===== config.mk =====
export PLATFORM = sky130hd
export DESIGN_NAME = dividend_reconstruct
export DESIGN_NICKNAME = d
export VERILOG_FILES = /design/src/rtl/division_pkg.sv /design/src/rtl/dividend_reconstruct.sv
export SDC_FILE = /design/constraint.sdc
export NUM_CORES = 1
export LEC_CHECK = 0
export ABC_AREA = 1
export CORE_MARGIN = 5
export CORE_UTILIZATION = 58
export DETAILED_ROUTE_END_ITERATION = 8
export PLACE_DENSITY = 0.94
export SETUP_SLACK_MARGIN = 0.1
export SYNTH_ARGS = -nofsm -noshare
export SYNTH_HDL_FRONTEND = slang
export SYNTH_SLANG_ARGS = --single-unit
export TNS_END_PERCENT = 10

===== constraint.sdc =====
create_clock -name CLK -period 3.29 [get_ports CLK]
set_input_delay 0.658 -clock CLK [delete_from_list [all_inputs] [get_ports CLK]]
set_output_delay 0.658 -clock CLK [all_outputs]
set_load 0.1 [all_outputs]

===== src/rtl/division_pkg.sv =====
// Shared definitions for the multiply/divide pair: FSM encoding and default operand width.
package division_pkg;

  localparam int DEF_WIDTH = 7;

  typedef logic [1:0] state_t;

  localparam state_t S_IDLE = 2'd0;
  localparam state_t S_ADD  = 2'd1;
  localparam state_t S_DONE = 2'd2;

endpackage


===== src/rtl/dividend_reconstruct.sv =====
// Rebuilds dividend = quotient*divisor + remainder by repeated addition, one add per clock.
module dividend_reconstruct
  import division_pkg::*;
#(
  parameter int WIDTH = DEF_WIDTH
) (
  input  logic                 CLK,
  input  logic                 RST,
  input  logic                 start,
  input  logic [WIDTH-1:0]     quotient,
  input  logic [WIDTH-1:0]     divisor,
  input  logic [WIDTH-1:0]     remainder,
  output logic                 busy,
  output logic                 done,
  output logic [2*WIDTH-1:0]   dividend,
  output logic                 overflow,
  output logic                 invalid
);

  localparam logic [WIDTH-1:0] CNT_ONE = {{(WIDTH-1){1'b0}}, 1'b1};
  localparam logic [WIDTH-1:0] ZERO_W  = '0;

  state_t               state_q, state_d;
  logic [2*WIDTH-1:0]   acc_q, acc_d;
  logic [WIDTH-1:0]     cnt_q, cnt_d;
  logic [WIDTH-1:0]     div_q, div_d;
  logic [2*WIDTH-1:0]   dividend_q, dividend_d;
  logic                 overflow_q, overflow_d;
  logic                 invalid_q, invalid_d;

  always_comb begin
    // NOTE: every next-state signal gets its hold value first so no path leaves it unassigned (no latch).
    state_d    = state_q;
    acc_d      = acc_q;
    cnt_d      = cnt_q;
    div_d      = div_q;
    dividend_d = dividend_q;
    overflow_d = overflow_q;
    invalid_d  = invalid_q;

    case (state_q)
      S_IDLE: begin
        if (start) begin
          div_d = divisor;
          acc_d = {ZERO_W, remainder};
          cnt_d = quotient;
          if (divisor == ZERO_W || remainder >= divisor) begin
            state_d    = S_DONE;
            dividend_d = '0;
            overflow_d = 1'b0;
            invalid_d  = 1'b1;
          end else begin
            state_d = S_ADD;
          end
        end
      end
      S_ADD: begin
        if (cnt_q != ZERO_W) begin
          acc_d = acc_q + {ZERO_W, div_q};
          cnt_d = cnt_q - CNT_ONE;
        end else begin
          // Anything in the upper half means the result no longer fits in WIDTH bits.
          state_d    = S_DONE;
          dividend_d = acc_q;
          overflow_d = |acc_q[2*WIDTH-1:WIDTH];
          invalid_d  = 1'b0;
        end
      end
      S_DONE:  state_d = S_IDLE;
      default: state_d = S_IDLE;
    endcase
  end

  always_ff @(posedge CLK or posedge RST) begin
    if (RST) begin
      state_q    <= S_IDLE;
      acc_q      <= '0;
      cnt_q      <= '0;
      div_q      <= '0;
      dividend_q <= '0;
      overflow_q <= 1'b0;
      invalid_q  <= 1'b0;
    end else begin
      // NOTE: non-blocking updates so every register samples the pre-edge values of the others.
      state_q    <= state_d;
      acc_q      <= acc_d;
      cnt_q      <= cnt_d;
      div_q      <= div_d;
      dividend_q <= dividend_d;
      overflow_q <= overflow_d;
      invalid_q  <= invalid_d;
    end
  end

  assign busy     = (state_q != S_IDLE);
  assign done     = (state_q == S_DONE);
  assign dividend = dividend_q;
  assign overflow = overflow_q;
  assign invalid  = invalid_q;

endmodule


==> results of run 1 <==
==> placed cells by master (no fill, tap or decap), types with 2 or more instances in the layout <==
master,instances
inv_2,2
o211ai_1,3
nor3_1,3
nand2_2,3
or2_2,3
nand3_1,17
clkdlybuf4s50_1,23
a31oi_1,4
nand2_1,127
inv_1,39
o21ai_1,2
dfrtp_1,46
ha_1,16
xor2_1,2
nand4_1,5
clkbuf_8,6
o21ai_0,20
a21oi_1,8
buf_4,20
nor2_1,37
==> critical path, cell delays in order <==
cell and delay [ps]:
clkdlybuf4s50_1 470, inv_1 70, ha_1 320, nand2_1 80, nand2_1 50, nand2_1 50
nand2_1 50, nor2_1 80, nand3_1 110, nand2_2 330, o21ai_0 140
==> per-layer routing <==
layer	part of all wire	vias to the layer above
met4	0.021	0
met2	0.50	97
met5	0	-
li1	-	1217
met3	0.075	15
met1	0.41	1137
==> sequential cells by signal, summed over array words and instances (netlist names) <==
register / count
acc_q: 14
overflow: 1
div_q: 7
dividend: 14
cnt_q: 7
invalid: 1
state_q: 2
==> final timing paths <==
path / from / end / slack, ps
max in group asynchronous: RST / dividend[9] / 2070
worst min-delay path: dividend[5] / dividend[5] / 480
min in group asynchronous: RST / acc_q[11] / 810
worst max register to register: state_q[1] / cnt_q[4] / 1270
worst max-delay path: divisor[4] / overflow / 1060
worst min register to register: dividend[5] / dividend[5] / 480
==> power groups by stage <==
stage | Combinational, W | Clock, W | Sequential (W)
3_3_place_gp | 0.00154 | 0 | 0.000912
2_1_floorplan | 0.00111 | 0 | 0.00108
5_1_grt | 0.00180 | 0.000389 | 0.000937
4_1_cts | 0.00161 | 0.000357 | 0.000915
6_report | 0.00162 | 0.000353 | 0.000916
3_5_place_dp | 0.00160 | 0 | 0.000923
==> area by class of cell <==
| class | instances | area [sq um] |
|---|---|---|
| multi-input cells | 262 | 1320 |
| fillers | 354 | 1240 |
| flip-flops and latches | 46 | 1150 |
| repair buffers | 43 | 380 |
| inverters | 42 | 158 |
| clock buffers | 7 | 86.3 |
| well taps | 52 | 65.1 |
| clock inverters | 1 | 5.00 |
==> stage by stage <==
stage	utilization	hold slack, ps
after floorplan	-	457
after global placement	0.697	456
after detailed placement	0.697	464
after CTS	0.718	485
after global routing	0.718	513
final	0.718	479
==> kinds of logic (layout without fill, tap and decap cells) <==
logic type                 Yosys count  in the layout
and+or+nand+nor                    201            201
buffers and inverters               51             93
DFF                                 46             46
AOI/OAI and AO/OA                   41             41
adders and majority gates           17             17
xor gates and xnor gates             2              2
muxes                                1              1
==> summary.txt, run 1 <==
CP Max Fanout -> 19
Final period utilization -> 0.678
Post-synthesis instance area -> 0.00269 sq mm
Reg power frac -> 0.318
Rows -> 24
Busiest grt layer -> met2
Clock Skew -> 9.18 ps
Post-Synth Simple-Gate Area -> 0.311
Resize count post-CTS -> 0
Synth Instances -> 359
Sw Ratio -> 0.507
Placed instance count -> 445
Final setup TNS -> 0 ps
Adder-cell share of the synthesized area -> 0.0818
Period minus WS final -> 2230 ps
Status -> finished, final reports clean
Final Hold Viols -> 0
Die width -> 78.1 um
Total power -> 0.00288 W
Primary FF master, synth -> dfrtp_1
Post-place setup slack -> 748 ps
Met1 usage -> 0.247
Gpl congestion -> 0.888
Initial Util -> 0.610
DRC viols -> 0
Area Overhead vs Synth -> 17.7%
First-pass DRT Iterations -> 5
Min-Delay Path Depth -> 2
Worst-path clk slew -> 80 ps
Final setup margin -> 1060 ps
Gate power share -> 0.560
Tot GR Track Use -> 0.210
Clk_lat worst skew -> 300 ps
Largest net degree at the start of global routing -> 47
Layout Nets -> 441
Clock network power share -> 0.122
Lkg Pwr -> 1.69 nW
Critical path class -> in2reg
GR Layer Usage met2 -> 0.366
Io pins -> 42
TritonCTS Buffers -> 5
Non-filler cells, final -> 453
Ant diodes -> 0
Die Area -> 0.00611 sq mm
# setup viols final -> 0
PortBufs -> 41
RSZ-0062 raised after global routing -> no
Netlist cell types -> 33
Root Driver -> clkbuf_8
Hold crit path type -> reg2reg
Most instantiated cells after synthesis -> nand2_1, dfrtp_1, inv_1
Cell area after layout -> 0.00317 sq mm
WL/cell -> 13.3 um
Initial antenna violation count -> 0
Critical Path AT -> 2400 ps
Flip-flop and latch count after synthesis -> 46
Max_slew headroom -> 0.501
Worst EP required -> 3460 ps
Initial DRC Count -> 176
CTS tree -> done
Startpoint Class -> primary input
Htree depth -> 2
Mapped Nets -> 400
Vias per std cell -> 5.44
Compound-Gate Fraction of Synth Area -> 0.0883
First-pass GRT wire length -> 10.6 mm
Sw Pwr -> 0.00146 W
DP Wirelength -> 4.35 mm
Synth async-reset ratio -> 1.00
Reg2reg path depth -> 8
Die Y -> 78.1 um
Share of the synthesized area in the top cell type -> 0.428
Post-synthesis mux area share -> 0.00418
XOR/XNOR share of the synthesized area -> 0.00651
Yosys warns -> 0
Vias in the first global route -> 2530
Max-Cap Viols -> 0
Largest cells by area after synthesis -> dfrtp_1, nand2_1, ha_1
Synth area leader -> dfrtp_1
Internal -> 0.00142 W
Final ANT Viol Nets -> 0
Most common cell in the netlist -> nand2_1
Sequential-to-total area share from yosys stat -> 0.428
Post-CTS setup buffer count -> 0
Total grt overflow -> 0
Fraction of layout cells with a size suffix above 1 -> 0.102
Max-slew violation count -> 0
EDFF count, synth -> 0
GR Util met3 -> 0.0423
Core area -> 0.00441 sq mm
Worst-Margin Slew -> 747 ps
Vias -> 2466
Max VDD drop -> 0.703 mV
CTS Buffer Depth -> 2
# hold bufs at CTS -> 0
Sink Count -> 46
Placed Instance Area -> 0.00308 sq mm
Syn_area_per_cell -> 7.50 sq um
Critical Path Sink Type -> flop
PwrDens -> 910 mW/mm^2
Routed Wire Length -> 6.03 mm
Largest family of logic cells by synthesized area -> simple AND/OR/NAND/NOR gates
FMAX -> 448 MHz
(Power assumes the default switching activity.)
==> run 2, diff against run 1 <==
- CORE_UTILIZATION: 58 -> 49
- PLACE_DENSITY: 0.94 -> 0.86
- clock period: 3.29 -> 1.9 ns (I/O delays scaled with it)
==> run 2 against run 1 <==
Non-clock buffer count up 21. Largest power group unchanged. Die area increased by 16%. Critical endpoint is now dividend[9]. Design area up 16%. Worst setup slack got worse by 910 ps.
==> summary.txt, run 2 (synthesis gave the netlist of run 1 again) <==
Clock Skew -> 6.93 ps
Multi-input logic area -> 0.00142 sq mm
Vias per std cell -> 5.20
Final period utilization -> 0.921
DP Wirelength -> 4.88 mm
WL/cell -> 14.2 um
RSZ-0062 raised after global routing -> yes
First-pass GRT wire length -> 10.9 mm
FMAX -> 571 MHz
Layout Nets -> 462
Total power -> 0.00552 W
Die Y -> 84.1 um
Non-filler cells, final -> 494
Placed instance count -> 484
Finished Core Util -> 0.678
Cell chain of the critical path -> clkdlybuf4s50_1 -> inv_1 -> ha_4 -> nand3_1 -> nand4_1 -> nand2_1 -> nand3_2 -> nand2_4 -> clkbuf_16 -> nand2_1 -> nand2_1
Critical Path Sink Type -> flop
Crit-path slowest cell -> clkdlybuf4s50_1
Reg area -> 0.00115 sq mm
Die width -> 84.1 um
PwrDens -> 1500 mW/mm^2
Vias in the first global route -> 2435
Largest net degree at the start of global routing -> 47
Lkg Pwr -> 1.90 nW
Core area -> 0.00544 sq mm
Rows -> 27
Worst-Margin Slew -> 377 ps
Max_slew headroom -> 0.747
Hold slack -> 421 ps
Filler instances -> 438
Critical path's top delay family -> buffers and inverters
Sink Count -> 46
Final ANT Viol Nets -> 0
PortBufs -> 41
Most frequent CP cell -> nand2_1
Total grt overflow -> 0
Slowest stage delay, CP -> 480 ps
DRC viols -> 0
Routed Wire Length -> 6.99 mm
Initial antenna violation count -> 0
Critical Path AT -> 1960 ps
Max-slew violation count -> 0
Hold crit path type -> in2async
Startpoint Class -> primary input
TritonCTS Buffers -> 5
Most frequent cells in the layout -> nand2_1, dfrtp_1, inv_1
Io pins -> 42
Gpl congestion -> 0.933
Die Area -> 0.00708 sq mm
Reg2reg end -> acc_q[4]
Worst EP required -> 2110 ps
Initial Util -> 0.495
Most common library cell in the layout ignoring fill and taps -> nand2_1
Area Overhead vs Synth -> 36.9%
Buf/Inv on CP -> 3
Worst-path clk slew -> 100 ps
Critical Path Sink -> dividend[9]
Fraction of layout cells with a size suffix above 1 -> 0.187
Reg2reg path depth -> 9
R2r setup slk -> 160 ps
Htree depth -> 2
# setup viols final -> 0
Root Driver -> clkbuf_8
Reg2reg start -> acc_q[0]
Ant diodes -> 0
Max-Cap Viols -> 0
CTS Buffer Depth -> 2
Period minus WS final -> 1750 ps
Clk_lat worst skew -> 310 ps
Max VDD drop -> 0.815 mV
Initial DRC Count -> 207
First-pass DRT Iterations -> 4
Final Hold Viols -> 0
Vias -> 2569
Critical Path Stages -> 11
Status -> finished, final reports clean
CP Max Fanout -> 7
Tot GR Track Use -> 0.188
CTS tree -> done
Critical path class -> in2reg
CP Launch Point -> divisor[1]
-- run 2: cell types whose count changed in the layout (fill, tap and decap cells not counted), moves of 3 or more --
cell             change
buf_12              +16
ha_2                 +3
clkdlybuf4s50_1      -5
dlymetal6s2s_1       +5
ha_1                 -8
ha_4                 +5
-- run 2: through the flow --
stage	worst slack (ps)	TNS, ps	cell area (sq um)
finish	150	0	3690
global placement	-125	-1710	3450
global route	23.3	0	3690
CTS	117	0	3550
floorplan	253	0	2700
detailed placement	-177	-2590	3450
-- run 2: final cells by class --
cell class | instances | area share
flip-flops and latches | 46 | 0.312
multi-input cells | 262 | 0.384
well taps | 72 | 0.0244
repair buffers | 64 | 0.210
inverters | 42 | 0.0434
clock buffers | 5 | 0.0187
clock inverters | 3 | 0.00679
-- run 2: where the power goes --
group          leakage, nW  internal, W  total, W  switching, W
clock network       0.0447     0.000266  0.000640      0.000374
registers            0.590      0.00130   0.00162      0.000323
logic                 1.27      0.00120   0.00326       0.00206
total                 1.90      0.00277   0.00552       0.00275
-- run 2: worst min path at each step --
stage,startpoint,to,cells past startpoint
4_1_cts,RST,invalid,3
3_3_place_gp,dividend[13],dividend[13],2
5_1_grt,RST,div_q[5],3
6_report,RST,invalid,3
3_5_place_dp,dividend[8],dividend[8],2
2_1_floorplan,div_q[2],div_q[2],2
-- run 2: tightest hold or removal path: stages --
cell and delay (ps):
clkdlybuf4s50_1 410, clkinv_1 80, buf_12 250
-- run 2: metal layers --
layer	up-vias	global-route usage	part of all wire
met5	-	0	0
met4	0	0.0716	0.020
met3	14	0.0334	0.051
met2	80	0.326	0.52
met1	1216	0.233	0.40
li1	1259	-	-
-- run 2: timing repair --
item | CTS | global route
cloned | 0 | 1
setup buffers | 1 | 0
hold buffers | 0 | 0
pin swaps | 0 | 11
endpoints found under the setup margin | 3 | 31
gates resized for setup | 1 | 24
